`src/rtl/keypad_scanner_if.sv`:
```
// Signal bundle between the keypad scanner and the keypad matrix / key consumer.
// The master side is the scanner; the slave side is the keypad matrix and consumer.
interface keypad_scanner_if;
    logic [3:0] row;
    logic [3:0] column;
    logic [3:0] key_code;
    logic       key_valid;
    logic       key_held;

    modport master (
        input  row,
        output column,
        output key_code,
        output key_valid,
        output key_held
    );

    modport slave (
        output row,
        input  column,
        input  key_code,
        input  key_valid,
        input  key_held
    );
endinterface

```
`src/rtl/keypad_scanner.sv`:
```
// 4x4 keypad scanner: rotates an active-low column drive and detects single key closures.
// Each accepted press is debounced, and each release is debounced before scanning resumes.
module keypad_scanner #(
    parameter int SCAN_DIV     = 50000,
    parameter int DEBOUNCE_CNT = 500000
) (
    input  logic              clk,
    input  logic              rst,
    keypad_scanner_if.master  kp
);

    localparam int DW = $clog2(SCAN_DIV);
    localparam int CW = $clog2(DEBOUNCE_CNT + 1);
    localparam logic [DW-1:0] DWELL_LAST = DW'(SCAN_DIV - 1);
    localparam logic [CW-1:0] DB_LAST    = CW'(DEBOUNCE_CNT - 1);
    localparam logic [CW-1:0] DB_FULL    = CW'(DEBOUNCE_CNT);

    typedef enum logic [1:0] {
        SCAN     = 2'd0,
        DEBOUNCE = 2'd1,
        HELD     = 2'd2,
        RELEASE  = 2'd3
    } state_t;

    // Returns {exactly_one_low, index_of_low_bit}; ghosted or idle rows decode as invalid.
    function automatic logic [2:0] decode_row(input logic [3:0] r);
        logic [2:0] d;
        case (r)
            4'b1110: d = 3'b100;
            4'b1101: d = 3'b101;
            4'b1011: d = 3'b110;
            4'b0111: d = 3'b111;
            default: d = 3'b000;
        endcase
        return d;
    endfunction

    function automatic logic [3:0] col_pattern(input logic [1:0] idx);
        logic [3:0] p;
        case (idx)
            2'd0:    p = 4'b1110;
            2'd1:    p = 4'b1101;
            2'd2:    p = 4'b1011;
            2'd3:    p = 4'b0111;
            default: p = 4'b1111;
        endcase
        return p;
    endfunction

    logic [3:0]    row_meta_r, row_sync_r;
    state_t        state_r, state_s;
    logic [DW-1:0] dwell_r, dwell_s;
    logic [CW-1:0] db_cnt_r, db_cnt_s;
    logic [1:0]    col_idx_r, col_idx_s;
    logic [1:0]    row_idx_r, row_idx_s;
    logic [3:0]    row_pat_r, row_pat_s;
    logic [3:0]    column_r, column_s;
    logic [3:0]    key_code_r, key_code_s;
    logic          key_valid_r, key_valid_s;
    logic          key_held_r, key_held_s;
    logic [2:0]    row_dec_s;

    assign row_dec_s = decode_row(row_sync_r);
    assign column_s  = col_pattern(col_idx_s);

    // Two-flop synchronizer for the asynchronous row lines.
    always_ff @(posedge clk) begin
        if (rst) begin
            row_meta_r <= 4'b1111;
            row_sync_r <= 4'b1111;
        end else begin
            row_meta_r <= kp.row;
            row_sync_r <= row_meta_r;
        end
    end

    // Next-state and next-output logic for the scan/debounce FSM.
    always_comb begin
        state_s     = state_r;
        dwell_s     = dwell_r;
        db_cnt_s    = db_cnt_r;
        col_idx_s   = col_idx_r;
        row_idx_s   = row_idx_r;
        row_pat_s   = row_pat_r;
        key_code_s  = key_code_r;
        key_valid_s = 1'b0;
        key_held_s  = key_held_r;
        case (state_r)
            SCAN: begin
                if (dwell_r == DWELL_LAST) begin
                    dwell_s = {DW{1'b0}};
                    if (row_dec_s[2]) begin
                        row_pat_s = row_sync_r;
                        row_idx_s = row_dec_s[1:0];
                        db_cnt_s  = {CW{1'b0}};
                        state_s   = DEBOUNCE;
                    end else begin
                        col_idx_s = col_idx_r + 2'd1;
                    end
                end else begin
                    dwell_s = dwell_r + DW'(1);
                end
            end
            DEBOUNCE: begin
                if (row_sync_r == row_pat_r) begin
                    if (db_cnt_r == DB_LAST) begin
                        state_s     = HELD;
                        db_cnt_s    = DB_FULL;
                        key_code_s  = {row_idx_r, col_idx_r};
                        key_valid_s = 1'b1;
                        key_held_s  = 1'b1;
                    end else begin
                        db_cnt_s = db_cnt_r + CW'(1);
                    end
                end else begin
                    state_s   = SCAN;
                    col_idx_s = col_idx_r + 2'd1;
                    dwell_s   = {DW{1'b0}};
                end
            end
            HELD: begin
                // Any other non-idle pattern is ignored until a full release is seen.
                if (row_sync_r == 4'b1111) begin
                    state_s  = RELEASE;
                    db_cnt_s = {CW{1'b0}};
                end else begin
                    state_s = HELD;
                end
            end
            RELEASE: begin
                if (row_sync_r == 4'b1111) begin
                    if (db_cnt_r == DB_LAST) begin
                        state_s    = SCAN;
                        key_held_s = 1'b0;
                        col_idx_s  = col_idx_r + 2'd1;
                        dwell_s    = {DW{1'b0}};
                        db_cnt_s   = DB_FULL;
                    end else begin
                        db_cnt_s = db_cnt_r + CW'(1);
                    end
                end else begin
                    state_s = HELD;
                end
            end
            default: begin
                state_s    = SCAN;
                dwell_s    = {DW{1'b0}};
                db_cnt_s   = {CW{1'b0}};
                col_idx_s  = 2'd0;
                key_held_s = 1'b0;
            end
        endcase
    end

    // State and registered-output update.
    always_ff @(posedge clk) begin
        if (rst) begin
            state_r     <= SCAN;
            dwell_r     <= {DW{1'b0}};
            db_cnt_r    <= {CW{1'b0}};
            col_idx_r   <= 2'd0;
            row_idx_r   <= 2'd0;
            row_pat_r   <= 4'b1111;
            column_r    <= 4'b1110;
            key_code_r  <= 4'b0000;
            key_valid_r <= 1'b0;
            key_held_r  <= 1'b0;
        end else begin
            state_r     <= state_s;
            dwell_r     <= dwell_s;
            db_cnt_r    <= db_cnt_s;
            col_idx_r   <= col_idx_s;
            row_idx_r   <= row_idx_s;
            row_pat_r   <= row_pat_s;
            column_r    <= column_s;
            key_code_r  <= key_code_s;
            key_valid_r <= key_valid_s;
            key_held_r  <= key_held_s;
        end
    end

    assign kp.column    = column_r;
    assign kp.key_code  = key_code_r;
    assign kp.key_valid = key_valid_r;
    assign kp.key_held  = key_held_r;

endmodule

```
`src/flat_wrapper.sv`:
```
// flat-port wrapper written by rule: the top's interface ports become plain ports
module keypad_scanner_flat 
#(
    parameter int SCAN_DIV     = 50000,
    parameter int DEBOUNCE_CNT = 500000
)
  (clk, rst, kp_row, kp_column, kp_key_code, kp_key_valid, kp_key_held);
  keypad_scanner_if kp_i ();
  input  logic clk;
  input  logic rst;
  input wire logic [$bits(kp_i.row)-1:0] kp_row;
  output wire logic [$bits(kp_i.column)-1:0] kp_column;
  output wire logic [$bits(kp_i.key_code)-1:0] kp_key_code;
  output wire logic [$bits(kp_i.key_valid)-1:0] kp_key_valid;
  output wire logic [$bits(kp_i.key_held)-1:0] kp_key_held;
  assign kp_i.row = kp_row;
  assign kp_column = kp_i.column;
  assign kp_key_code = kp_i.key_code;
  assign kp_key_valid = kp_i.key_valid;
  assign kp_key_held = kp_i.key_held;
  keypad_scanner #(.SCAN_DIV(SCAN_DIV), .DEBOUNCE_CNT(DEBOUNCE_CNT)) u_core (.clk(clk), .rst(rst), .kp(kp_i));
endmodule
```
`config.mk`:
```
export PLATFORM = sky130hd
export DESIGN_NAME = keypad_scanner_flat
export DESIGN_NICKNAME = d
export VERILOG_FILES = /design/src/rtl/keypad_scanner_if.sv /design/src/rtl/keypad_scanner.sv /design/src/flat_wrapper.sv
export SDC_FILE = /design/constraint.sdc
export NUM_CORES = 1
export LEC_CHECK = 0
export BUFFER_PORTS_ARGS = -buffer_cell sky130_fd_sc_hd__buf_2
export CAP_MARGIN = 20
export CORE_UTILIZATION = 60
export DETAILED_ROUTE_END_ITERATION = 10
export HOLD_SLACK_MARGIN = 0.03
export PLACE_DENSITY = 0.74
export SETUP_SLACK_MARGIN = 0.05
export SLEW_MARGIN = 10
export SYNTH_ARGS = -nofsm -noshare
export SYNTH_HDL_FRONTEND = slang
export SYNTH_SLANG_ARGS = --single-unit
```
`constraint.sdc`:
```
create_clock -name clk -period 3.9 [get_ports clk]
set_clock_uncertainty 0.1 [all_clocks]
set_input_delay 0.39 -clock clk [delete_from_list [all_inputs] [get_ports clk]]
set_output_delay 0.39 -clock clk [all_outputs]
set_load 0.02 [all_outputs]
```
==> results.txt <==
status: finished, final reports clean
Worst Setup End Kind: register
grt ovf: 0
Leak: 1.281 nW
kind of cell adding the most delay to the critical path: compound AO/OA/AOI/OAI gates
highest routed layer: met4
Hold Crit Class: input port to register
Net Count, Synth: 403
Net Sw Power: 309.3 uW
Mapped Cells: 395
Yosys reg bits: 63
final setup fails: 0
Place WS: 1.033 ns
actual slew at the worst max-slew pin: 0.9961 ns
Routed wire per std cell: 17.36 um
Die ar.: 5868 sq um
CP Launch Type: register
width of the chip: 76.61 um
Sw Share: 0.2319
clock sink total: 63
antenna viol nets, final: 0
max incr delay on CP: 0.62 ns
Worst-path clk slew: 0.08 ns
mux contribution to synthesized area: 0.04234
CTS Buf Count: 9
Antenna diodes: 0
final setup TNS: 0 ns
placed cells: 462
RSZ-0062 raised after global routing: no
Mapped Avg Cell Area: 8.454 sq um
IO buf count: 15
sequential element share of the synthesized area: 0.3777
drt first-iter violations: 331
Max Fclk: 342.3 MHz
met1 WL: 3.588 mm
# Max-Cap Violations: 0
Slew HR: 0.3308
CP Depth: 7
worst hold path depth: 2
number of synthesized flops with an enable pin: 0
Post-CTS Setup Bufs: 0
area grow syn2layout: 9.966%
share of cells above drive strength 1: 0.1296
drt total wl: 8.315 mm
top cells by area, synth: dfxtp_1, nand3_1, a21oi_1
Hold WS: 0.1199 ns
Tcrit/Tclk final: 0.7490
pin count of the biggest net entering global routing: 35
Final Max Slew Viols: 0
complex-gate fraction of the synthesized area: 0.2102
Synth Area in Adders: 0.007493
Initial Utilization: 0.6376
wire length on met2: 4.055 mm
DR pass1 iterations: 5
min Tclk post-route: 2.921 ns
VDD IR-drop max: 0.2130 mV
Clk pwr share: 0.475
cts repair resizes: 0
Most used DFF post-synth: dfxtp_1
# H-tree levels: 3
most common cell after layout, fill and taps aside: dfxtp_1
# hold bufs at CTS: 0
asr flop ratio synth: 0
vias in the first global route: 2916
fin area: 3672 sq um
main combinational cell family by area after synthesis: simple AND/OR/NAND/NOR gates
final hold violations: 0
Cell Chain, Critical Path: ha_1, nand3_1, nor4_4, a21boi_2, buf_8, o31ai_2, a21oi_1
biggest area consumer among synthesized cells: dfxtp_1
CP max stage cell: o31ai_2
HPWL Detailed: 5.615 mm
fill count: 432
Power Internal: 1.025 mW
crit path max fanout: 20
Total Nets Final: 412
Root Driver: clkbuf_8
CTS tree: yes
crit path kind: register to register
Final Non-Filler Cells: 479
Worst EP required: 4.01 ns
Reg power frac: 0.492
combinational power share: 0.033
DR vias: 3193
first-pass GRT wire length: 14.03 mm
Synth cell types: 58
most frequent cells in the layout: dfxtp_1, nand3_1, a21oi_1
clk buf depth: 2
Ys Warns: 0
Post-Syn Area: 3339 sq um
I/O pin total: 16
worst-skew pair later-pin latency: 0.35 ns
simple-gate share of the synthesized area: 0.3102
min setup slack post-route: 0.9788 ns
vias per cell: 6.666
R2R depth: 7
met3 WL: 419 um
worst path bufs/invs: 1
xor-xnor portion of the synthesized cell area: 0.01836
Crit path arrival time: 3.03 ns
DRC: 0
initial antenna violation count: 0
RePlAce Congestion: 0.8948
Area after DPL: 3438 sq um
Core ar.: 5238 sq um
area share of the largest cell type after synthesis: 0.3777
num rows: 26
pwr dens: 363.3 nW/um^2
Total GRT Usage: 0.3027
Die Y: 76.61 um
[sequential cells by signal, indices dropped and copies added (netlist names), 4 cells and up]
register / flops
u_core.dwell_r: 16
u_core.row_sync_r: 4
u_core.db_cnt_r: 19
u_core.kp.column: 4
u_core.row_meta_r: 4
u_core.row_pat_r: 4
u_core.kp.key_code: 4
[metrics by stage]
step	utilization	power (mW)
after floorplan	-	0.7042
after global placement	0.6565	0.7127
after detailed placement	0.6565	0.7148
after CTS	0.6983	1.337
after global routing	0.7011	1.376
final	0.7011	1.334
[cells in the mapped netlist, drive strengths merged, types with 8 or more instances]
cell type and n:
mux2i 13, nand4 15, or2 8, nand3 31, o31ai 10, dfxtp 63
nor2 22, or4 11, a21oi 28, o21ai 25, nand2 27, clkbuf 14
nor3 12
[cells by family (layout without fill, tap and decap cells)]
family / Yosys count / count (layout)
simple gates: 174 / 174
compound gates: 107 / 107
fa+ha+maj: 2 / 2
mux: 14 / 14
flops: 63 / 63
buf+inv: 28 / 42
xor+xnor: 7 / 7
[routing by layer]
layer / up-vias / track usage
met4: 0 / 0.1615
li1: 1541 / -
met5: - / 0
met1: 1527 / 0.3668
met3: 22 / 0.05868
met2: 103 / 0.5054
[worst paths after layout]
| kind | to | from | slack [ns] |
|---|---|---|---|
| max | u_core.db_cnt_r[6] | u_core.dwell_r[0] | 0.98 |
| min | u_core.row_meta_r[1] | kp_row[1] | 0.12 |
| min reg2reg | u_core.row_sync_r[2] | u_core.row_meta_r[2] | 0.31 |
| max reg2reg | u_core.db_cnt_r[6] | u_core.dwell_r[0] | 0.98 |
[power groups by stage]
stage | registers, mW | clock network [mW] | logic, mW
2_1_floorplan | 0.667 | 0 | 0.0371
3_3_place_gp | 0.671 | 0 | 0.0418
3_5_place_dp | 0.672 | 0 | 0.0432
4_1_cts | 0.657 | 0.637 | 0.0432
5_1_grt | 0.658 | 0.670 | 0.0476
6_report | 0.657 | 0.634 | 0.0434
[final cells by class]
class                           instances  area [sq um]  area share
Clock buffer                            9         123.9     0.03373
Clock inverter                          7         95.09     0.02589
Inverter                                7         26.28    0.007155
Multi-Input combinational cell        304          1966      0.5353
Sequential cell                        63          1261      0.3434
Tap cell                               70         87.58     0.02385
Timing Repair Buffer                   19         112.6     0.03066
(Power assumes the default switching activity.)
